--- src/rtl/seq_gen_pkg.sv ---
// Shared definitions for the seq_gen serial pattern generator:
// FSM state encoding and default parameter values.
package seq_gen_pkg;

    localparam int WIDTH_DEF = 4;
    localparam int CNT_W_DEF = 4;

    typedef enum logic [1:0] {
        IDLE  = 2'd0,
        SHIFT = 2'd1,
        GAP   = 2'd2,
        DONE  = 2'd3
    } state_t;

endpackage

--- src/rtl/seq_gen_shreg.sv ---
// Shift/reload datapath for seq_gen: holds the captured pattern and a working
// copy that shifts left, presenting the current bit on msb_o.
module seq_gen_shreg
    import seq_gen_pkg::*;
#(
    parameter int WIDTH = WIDTH_DEF
) (
    input  logic             clk,
    input  logic             rst,
    input  logic             capture_i,
    input  logic             reload_i,
    input  logic             shift_i,
    input  logic [WIDTH-1:0] pattern_i,
    output logic             msb_o
);

    logic [WIDTH-1:0] hold_q, hold_d;
    logic [WIDTH-1:0] shift_q, shift_d;

    // Capture has priority: it loads both the held copy and the working copy.
    always_comb begin
        hold_d  = hold_q;
        shift_d = shift_q;
        if (capture_i) begin
            hold_d  = pattern_i;
            shift_d = pattern_i;
        end else if (reload_i) begin
            shift_d = hold_q;
        end else if (shift_i) begin
            shift_d = {shift_q[WIDTH-2:0], 1'b0};
        end
    end

    always_ff @(posedge clk or posedge rst) begin
        if (rst) begin
            hold_q  <= '0;
            shift_q <= '0;
        end else begin
            hold_q  <= hold_d;
            shift_q <= shift_d;
        end
    end

    assign msb_o = shift_q[WIDTH-1];

endmodule

--- src/rtl/seq_gen.sv ---
// Serial pattern generator: emits a WIDTH-bit pattern MSB first, reps times,
// then pulses done. Define SEQ_GEN_GAP_EN to insert one idle cycle between repetitions.
module seq_gen
    import seq_gen_pkg::*;
#(
    parameter int WIDTH = WIDTH_DEF,
    parameter int CNT_W = CNT_W_DEF
) (
    input  logic             clk,
    input  logic             rst,
    input  logic             start,
    input  logic [WIDTH-1:0] pattern,
    input  logic [CNT_W-1:0] reps,
    output logic             dout,
    output logic             dout_valid,
    output logic             busy,
    output logic             done
);

    localparam int BW = $clog2(WIDTH);
    localparam logic [BW-1:0] BIT_LAST = BW'(WIDTH - 1);

`ifdef SEQ_GEN_GAP_EN
    localparam bit GAP_EN = 1'b1;
`else
    localparam bit GAP_EN = 1'b0;
`endif

    state_t           state_q, state_d;
    logic [BW-1:0]    bit_q, bit_d;
    logic [CNT_W-1:0] rep_q, rep_d;
    logic             capture, reload, shift;
    logic             msb;

    seq_gen_shreg #(.WIDTH(WIDTH)) u_shreg (
        .clk       (clk),
        .rst       (rst),
        .capture_i (capture),
        .reload_i  (reload),
        .shift_i   (shift),
        .pattern_i (pattern),
        .msb_o     (msb)
    );

    // rep_q counts repetitions still to send, including the current one.
    always_comb begin
        state_d = state_q;
        bit_d   = bit_q;
        rep_d   = rep_q;
        capture = 1'b0;
        reload  = 1'b0;
        shift   = 1'b0;
        case (state_q)
            IDLE: begin
                if (start) begin
                    if (reps != '0) begin
                        capture = 1'b1;
                        rep_d   = reps;
                        bit_d   = '0;
                        state_d = SHIFT;
                    end else begin
                        state_d = DONE;
                    end
                end
            end
            SHIFT: begin
                if (bit_q == BIT_LAST) begin
                    bit_d = '0;
                    if (rep_q == CNT_W'(1)) begin
                        rep_d   = '0;
                        state_d = DONE;
                    end else begin
                        rep_d   = rep_q - CNT_W'(1);
                        reload  = 1'b1;
                        state_d = GAP_EN ? GAP : SHIFT;
                    end
                end else begin
                    bit_d = bit_q + BW'(1);
                    shift = 1'b1;
                end
            end
            GAP:     state_d = SHIFT;
            DONE:    state_d = IDLE;
            default: state_d = IDLE;
        endcase
    end

    always_ff @(posedge clk or posedge rst) begin
        if (rst) begin
            state_q <= IDLE;
            bit_q   <= '0;
            rep_q   <= '0;
        end else begin
            state_q <= state_d;
            bit_q   <= bit_d;
            rep_q   <= rep_d;
        end
    end

    // Outputs decode directly from state so an asynchronous reset clears them at once.
    assign dout_valid = (state_q == SHIFT);
    assign dout       = dout_valid & msb;
    assign busy       = (state_q == SHIFT) || (state_q == GAP);
    assign done       = (state_q == DONE);

endmodule

--- config.mk ---
export PLATFORM = sky130hd
export DESIGN_NAME = seq_gen
export DESIGN_NICKNAME = d
export VERILOG_FILES = /design/src/rtl/seq_gen_pkg.sv /design/src/rtl/seq_gen_shreg.sv /design/src/rtl/seq_gen.sv
export SDC_FILE = /design/constraint.sdc
export NUM_CORES = 1
export LEC_CHECK = 0
export CELL_PAD_IN_SITES_DETAIL_PLACEMENT = 1
export CELL_PAD_IN_SITES_GLOBAL_PLACEMENT = 1
export CORE_UTILIZATION = 43
export DETAILED_ROUTE_END_ITERATION = 8
export PLACE_DENSITY_LB_ADDON = 0.1
export REMOVE_ABC_BUFFERS = 1
export SLEW_MARGIN = 20
export SYNTH_ARGS = -nofsm -noshare
export SYNTH_HDL_FRONTEND = slang
export SYNTH_HIERARCHICAL = 1
export SYNTH_SLANG_ARGS = --single-unit
--- constraint.sdc ---
create_clock -name clk -period 3.9 [get_ports clk]
set_input_delay 0.975 -clock clk [delete_from_list [all_inputs] [get_ports clk]]
set_output_delay 0.975 -clock clk [all_outputs]
set_load 0.005 [all_outputs]
==> run metrics, run 1 <==
clock slew at the register clock pins of the worst setup and hold paths ~0.10 ns; CP delay by family, top buffers and inverters; relative area change from synthesis to final layout 17.39%; I/O Pins 15; post-synthesis async set-or-reset flop share 1.000; via count approximately 800; CTS tree yes; category of the most critical setup path flip-flop to output port; share of the core filled with cells in the final layout 0.5385; worst hold slack after final layout around 0.50 ns; Net Sw Frac 0.4185; average footprint of a synthesized cell around 9.7 µm²; number of nets with antenna violations after detailed routing 0; class of the most critical hold timing path flip-flop to flip-flop; Synth top area share 0.3946; clock network fraction of total power 0.092; Worst Path Max Fanout 15; vias in the first global route 852; final-report hold violation count 0; buffer levels on the longest clock path 2; total number of yosys warnings 6; Post-synth EDFFs 0; drt via density approximately 5.6; final weighted congestion in routability-driven placement a little over 0.8; FMAX about 0.33 GHz; routed length per placed instance around 16 µm; # rows 17; Clock Root Buffer sky130_fd_sc_hd__clkbuf_4; First-pass DRT Iterations 4; Area after DPL ~1200 µm²; arrival time reported for the critical path endpoint between 2 and 2.5 ns; leakage power of the design around 0.54 nW; net total in the final layout 140; effective utilization at floorplan 0.4587; Max IR drop VDD slightly above 400 µV; proportion of power drawn by flip-flops and latches 0.318; critical path capture point type output port; count of different cell masters after synthesis 36; antenna violations before repair 0; worst setup skew after layout ~0.0051 ns; Final Max Tran Viols 0; CTS hold repair buffers 0; Max stage delay cell, worst path sky130_fd_sc_hd__ha_1; vertical die dimension 50.58 µm; final instance area between 1000 and 1500 µm²; buffers added on ports 14; status complete, no violations; PwrDens between 800 and 900 nW/µm²; Die X-Extent between 50 and 60 µm; setup repair after global routing missed its margin no; share of synthesized area occupied by flip-flops and latches 0.3946; gate count after technology mapping roughly 110; predominant post-synthesis flop cell sky130_fd_sc_hd__dfrtp_1; total net switching power a little over 0.0004 W; Startpoint Class flip-flop; reported max-cap violation count 0; register area about 400 µm²; most used standard cell by instance count after synthesis sky130_fd_sc_hd__dfrtp_1; required arrival time at the worst endpoint about 3 ns; cells along the critical path inv_1, ha_1, and2_1, clkdlybuf4s50_1; worst slew margin relative to its limit 0.4603; number of remaining DRC errors 0; Buf/Inv on CP 2; leading cell types by count after synthesis sky130_fd_sc_hd__dfrtp_1, sky130_fd_sc_hd__inv_1, sky130_fd_sc_hd__ha_1, sky130_fd_sc_hd__nand2_1, sky130_fd_sc_hd__nor2_1; share of cells above drive strength 1 0.08403; fill cell count between 200 and 300; cell type with the highest aggregate area in the netlist sky130_fd_sc_hd__dfrtp_1; depth of the CTS H-tree 1; Core Footprint roughly 2200 µm²; clock buffer count from CTS 3; ranking of synthesized cells by area sky130_fd_sc_hd__dfrtp_1, sky130_fd_sc_hd__ha_1, sky130_fd_sc_hd__inv_1; final setup violation count 0; final global-route overflow total 0; final worst path period share 0.7741; shortest period the worst path allows 3.019 ns; post-synth design cell area a little over 1000 µm²; Skew-Pair Late Insertion Delay 0.28 ns; global-route wire length before repair slightly below 4000 µm; drt initial violations 10; CTS sink count 16; full die area roughly 2600 µm²; Routed WL between 2000 and 2500 µm; Setup TNS 0 ns; share of power burned in combinational logic 0.590; Ant. Diodes 0; number of register bits inferred by synthesis 16; buffers inserted during post-CTS setup optimization 0; detailed-placement wirelength estimate 1859 µm; largest net degree at the start of global routing 16; actual transition at the worst max-transition pin between 0.8 and 0.9 ns; Internal Pwr Total ~0.00057 W; slowest stage delay, CP ~0.52 ns; GRT Resource Usage Total 0.2096; Multi-input gate area roughly 540 µm²; count of instances resized after the clock tree is built 0
cell type report:
cell class,instances,area share
Multi-Input combinational cell,71,0.4506
Clock buffer,3,0.01891
Timing Repair Buffer,14,0.1176
Inverter,15,0.04727
Tap cell,28,0.02941
Sequential cell,16,0.3361
worst reg2reg max path, delay by kind of cell (launching register included):
| family | cells | cell delay, ns |
|---|---|---|
| AO/OA/AOI/OAI | 2 | 0.50 |
| adder cells (fa/ha/maj) | 1 | 0.52 |
| buffers and inverters | 1 | 0.12 |
| flip-flops | 1 | 0.41 |
| AND/OR/NAND/NOR | 3 | 0.82 |
cells in the final DEF (no fill, tap or decap), types with 2 or more instances in the layout:
cell type,n
sky130_fd_sc_hd__dfrtp_1,16
sky130_fd_sc_hd__inv_1,15
sky130_fd_sc_hd__clkdlybuf4s50_1,14
sky130_fd_sc_hd__nand2_1,8
sky130_fd_sc_hd__nor2_1,8
sky130_fd_sc_hd__ha_1,8
sky130_fd_sc_hd__mux2i_1,4
sky130_fd_sc_hd__nor2b_1,4
sky130_fd_sc_hd__a21oi_1,4
sky130_fd_sc_hd__o21ai_0,4
sky130_fd_sc_hd__clkbuf_4,3
sky130_fd_sc_hd__o31a_1,2
sky130_fd_sc_hd__nand2b_1,2
sky130_fd_sc_hd__nand3_1,2
sky130_fd_sc_hd__mux2_2,2
sky130_fd_sc_hd__nor3b_1,2
sky130_fd_sc_hd__a221o_1,2
cell families after synthesis:
logic type,after synthesis,synth area share
simple gates,33,0.1924
buf+inv,18,0.07644
flops,16,0.3946
mux,6,0.06165
fa+ha+maj,8,0.09865
compound gates,24,0.1763
power groups by stage:
stage	sequential (W)	clock, W	combinational (W)
global placement	0.000307	0	0.000554
finish	0.000309	0.0000890	0.000574
CTS	0.000309	0.0000891	0.000586
detailed placement	0.000311	0	0.000585
global route	0.000317	0.0000939	0.000651
floorplan	0.000292	0	0.000417
metrics by stage:
step / cells / total power, W / worst slack, ns
floorplan: 102 / 0.0007090 / 1.681
global placement: 144 / 0.0008608 / 0.9722
detailed placement: 144 / 0.0008962 / 0.8624
CTS: 147 / 0.0009838 / 0.8818
global route: 147 / 0.001062 / 0.7541
finish: 147 / 0.0009724 / 0.8809
registers in the layout, indices dropped and copies added, names as in the netlist:
signal           cells
rep_q                4
u_shreg/hold_q       4
u_shreg/shift_q      4
bit_q                2
state_q              2
layer usage:
layer | GRT usage | wire length (µm) | vias up
met5 | 0 | 0 | -
met1 | 0.2406 | 1022 | 410
met3 | 0.03636 | 42 | 2
li1 | - | - | 401
met2 | 0.3933 | 1257 | 11
met4 | 0.05556 | 14 | 0
final timing paths:
path | from | end | slack [ns] | cells after the start
min in group asynchronous | rst | u_shreg/shift_q[1] | 0.95 | 2
worst min-delay path | u_shreg/hold_q[0] | u_shreg/hold_q[0] | 0.50 | 1
max in group asynchronous | rst | rep_q[3] | 2.69 | 2
worst max register to register | state_q[1] | u_shreg/shift_q[3] | 1.46 | 7
worst min register to register | u_shreg/hold_q[0] | u_shreg/hold_q[0] | 0.50 | 1
worst max-delay path | state_q[1] | dout | 0.88 | 4
Note: power is estimated with default switching activity, not from simulation.
==> run 2, diff against run 1 <==
--- a/config.mk
+++ b/config.mk
@@ -7,7 +7,7 @@
 export LEC_CHECK = 0
 export CELL_PAD_IN_SITES_DETAIL_PLACEMENT = 1
 export CELL_PAD_IN_SITES_GLOBAL_PLACEMENT = 1
-export CORE_UTILIZATION = 43
+export CORE_UTILIZATION = 40
 export DETAILED_ROUTE_END_ITERATION = 8
 export PLACE_DENSITY_LB_ADDON = 0.1
 export REMOVE_ABC_BUFFERS = 1
==> constraint.sdc (replaced) <==
create_clock -name clk -period 3 [get_ports clk]
set_input_delay 0.75 -clock clk [delete_from_list [all_inputs] [get_ports clk]]
set_output_delay 0.75 -clock clk [all_outputs]
set_load 0.005 [all_outputs]
==> run metrics, run 2 (synthesis gave the netlist of run 1 again) <==
final instance area 1220 µm² (+2.4%); Routed WL 2413 µm (+3.3%); # rows 17 (unchanged); worst slew margin relative to its limit 0.6137 (+0.1533); Clock Root Buffer sky130_fd_sc_hd__clkbuf_4; fill cell count 268 (+2.3%); slowest stage delay, CP 0.49 ns (-0.03 ns); Area after DPL 1184 µm² (+1.3%); total power draw 0.001321 W (+36%); number of nets with antenna violations after detailed routing 0 (unchanged); CTS sink count 16 (unchanged); CTS tree yes; reported max-cap violation count 0 (unchanged); Skew-Pair Late Insertion Delay 0.29 ns (about the same); number of remaining DRC errors 0 (unchanged); start of the worst register-to-register path state_q[1]; worst setup path start state_q[1]; Buf/Inv on CP 2 (unchanged); vertical die dimension 52.37 µm (+3.5%); buffer levels on the longest clock path 2 (unchanged); most frequent cells in the layout sky130_fd_sc_hd__dfrtp_1, sky130_fd_sc_hd__inv_1, sky130_fd_sc_hd__clkdlybuf4s50_1; final weighted congestion in routability-driven placement 0.7823 (-3.3%); I/O Pins 15 (unchanged); cells along the critical path inv_1, ha_1, and2_1, clkdlybuf4s50_1; detailed-placement wirelength estimate 1836 µm (-1.2%); Final Max Tran Viols 0 (unchanged); via count 839 (+1.8%); shortest period the worst path allows 2.462 ns; drt initial violations 18 (+8); global-route wire length before repair 4209 µm (+6.3%); share of cells above drive strength 1 0.1066 (+0.02252); Max IR drop VDD 698.8 µV (+72%); Max stage delay cell, worst path sky130_fd_sc_hd__clkdlybuf4s50_1; clock slew at the register clock pins of the worst setup and hold paths 0.10 ns (about the same); final-report hold violation count 0 (unchanged); drt via density 5.593 (-0.22%); worst setup skew after layout 0.009452 ns (+0.004332 ns); PwrDens 1083 nW/µm² (+33%); Regs by FF count rep_q: 4 flops, u_shreg/hold_q: 4 flops, u_shreg/shift_q: 4 flops; critical path capture point type output port; Core Footprint 2297 µm² (+3.8%); Setup TNS 0 ns (unchanged); final global-route overflow total 0 (unchanged); buffers added on ports 14 (unchanged); final worst path period share 0.8207; setup repair after global routing missed its margin no; net total in the final layout 142 (+1.4%); Startpoint Class flip-flop; vias in the first global route 860 (+0.94%); largest net degree at the start of global routing 14 (-2); routed length per placed instance 16.09 µm (+1.2%); relative area change from synthesis to final layout 20.22%; CTS hold repair buffers 0 (unchanged); full die area 2742 µm² (+7.2%); leakage power of the design 0.5576 nW (+3.1%); count of instances resized after the clock tree is built 0 (unchanged); GRT Resource Usage Total 0.2136 (+0.004079); actual transition at the worst max-transition pin 0.5774 ns (-0.2291 ns); Worst Path Max Fanout 4 (-11); category of the most critical setup path flip-flop to output port; arrival time reported for the critical path endpoint 1.71 ns (-0.33 ns); number of cells in the design after placement 146 (+1.4%); filler-free cell count of the finished design 150 (+2.0%); First-pass DRT Iterations 4 (unchanged); class of the most critical hold timing path flip-flop to flip-flop; final setup violation count 0 (unchanged); clock buffer count from CTS 3 (unchanged); CP delay by family, top buffers and inverters; commonest non-fill, non-tap cell in the layout sky130_fd_sc_hd__dfrtp_1; status complete, no violations; Die X-Extent 52.37 µm (+3.5%); FMAX a little over 0.4 GHz; required arrival time at the worst endpoint 2.25 ns (-0.67 ns); antenna violations before repair 0 (unchanged); Ant. Diodes 0 (unchanged); effective utilization at floorplan 0.4417 (-0.01699); depth of the CTS H-tree 1 (unchanged); buffers inserted during post-CTS setup optimization 0 (unchanged); Hold Crit Start u_shreg/hold_q[0]
run 2: worst paths after layout:
check	endpoint	slack [ns]	cells past startpoint
worst max-delay path	dout	0.54	4
worst min-delay path	u_shreg/hold_q[0]	0.52	1
worst max register to register	u_shreg/shift_q[1]	0.68	8
worst min register to register	u_shreg/hold_q[0]	0.52	1
max in group asynchronous	u_shreg/hold_q[3]	2.01	2
min in group asynchronous	rep_q[2]	0.73	2
run 2: area by class of cell:
| cell class | instances | area, µm² | area share |
|---|---|---|---|
| Clock buffer | 4 | 36.28 | 0.02974 |
| Inverter | 15 | 56.30 | 0.04615 |
| Tap cell | 28 | 35.03 | 0.02872 |
| Sequential cell | 16 | 400.4 | 0.3282 |
| Timing Repair Buffer | 16 | 155.1 | 0.1272 |
| Multi-Input combinational cell | 71 | 536.8 | 0.4400 |
run 2: per-stage QoR:
| stage | setup slack [ns] | util | hold slack (ns) |
|---|---|---|---|
| after floorplan | 1.006 | - | 0.4675 |
| after global placement | 0.4852 | 0.5153 | 0.4931 |
| after detailed placement | 0.4047 | 0.5153 | 0.4983 |
| after CTS | 0.5070 | 0.5310 | 0.5203 |
| after global routing | 0.4423 | 0.5310 | 0.5283 |
| final | 0.5380 | 0.5310 | 0.5163 |
run 2: routing by layer:
metal  global-route usage  part of all wire  wire, µm
met5                    0                 0         0
met2               0.3523              0.47      1134
met3              0.06087             0.027        64
met1               0.2780              0.50      1202
met4              0.03947            0.0050        12
run 2: report_power, final:
| group | internal, W | total [W] | switching, W |
|---|---|---|---|
| combinational | 0.000375 | 0.000775 | 0.000400 |
| sequential | 0.000324 | 0.000402 | 0.0000777 |
| clock | 0.0000740 | 0.000144 | 0.0000705 |
| total | 0.000773 | 0.00132 | 0.000548 |
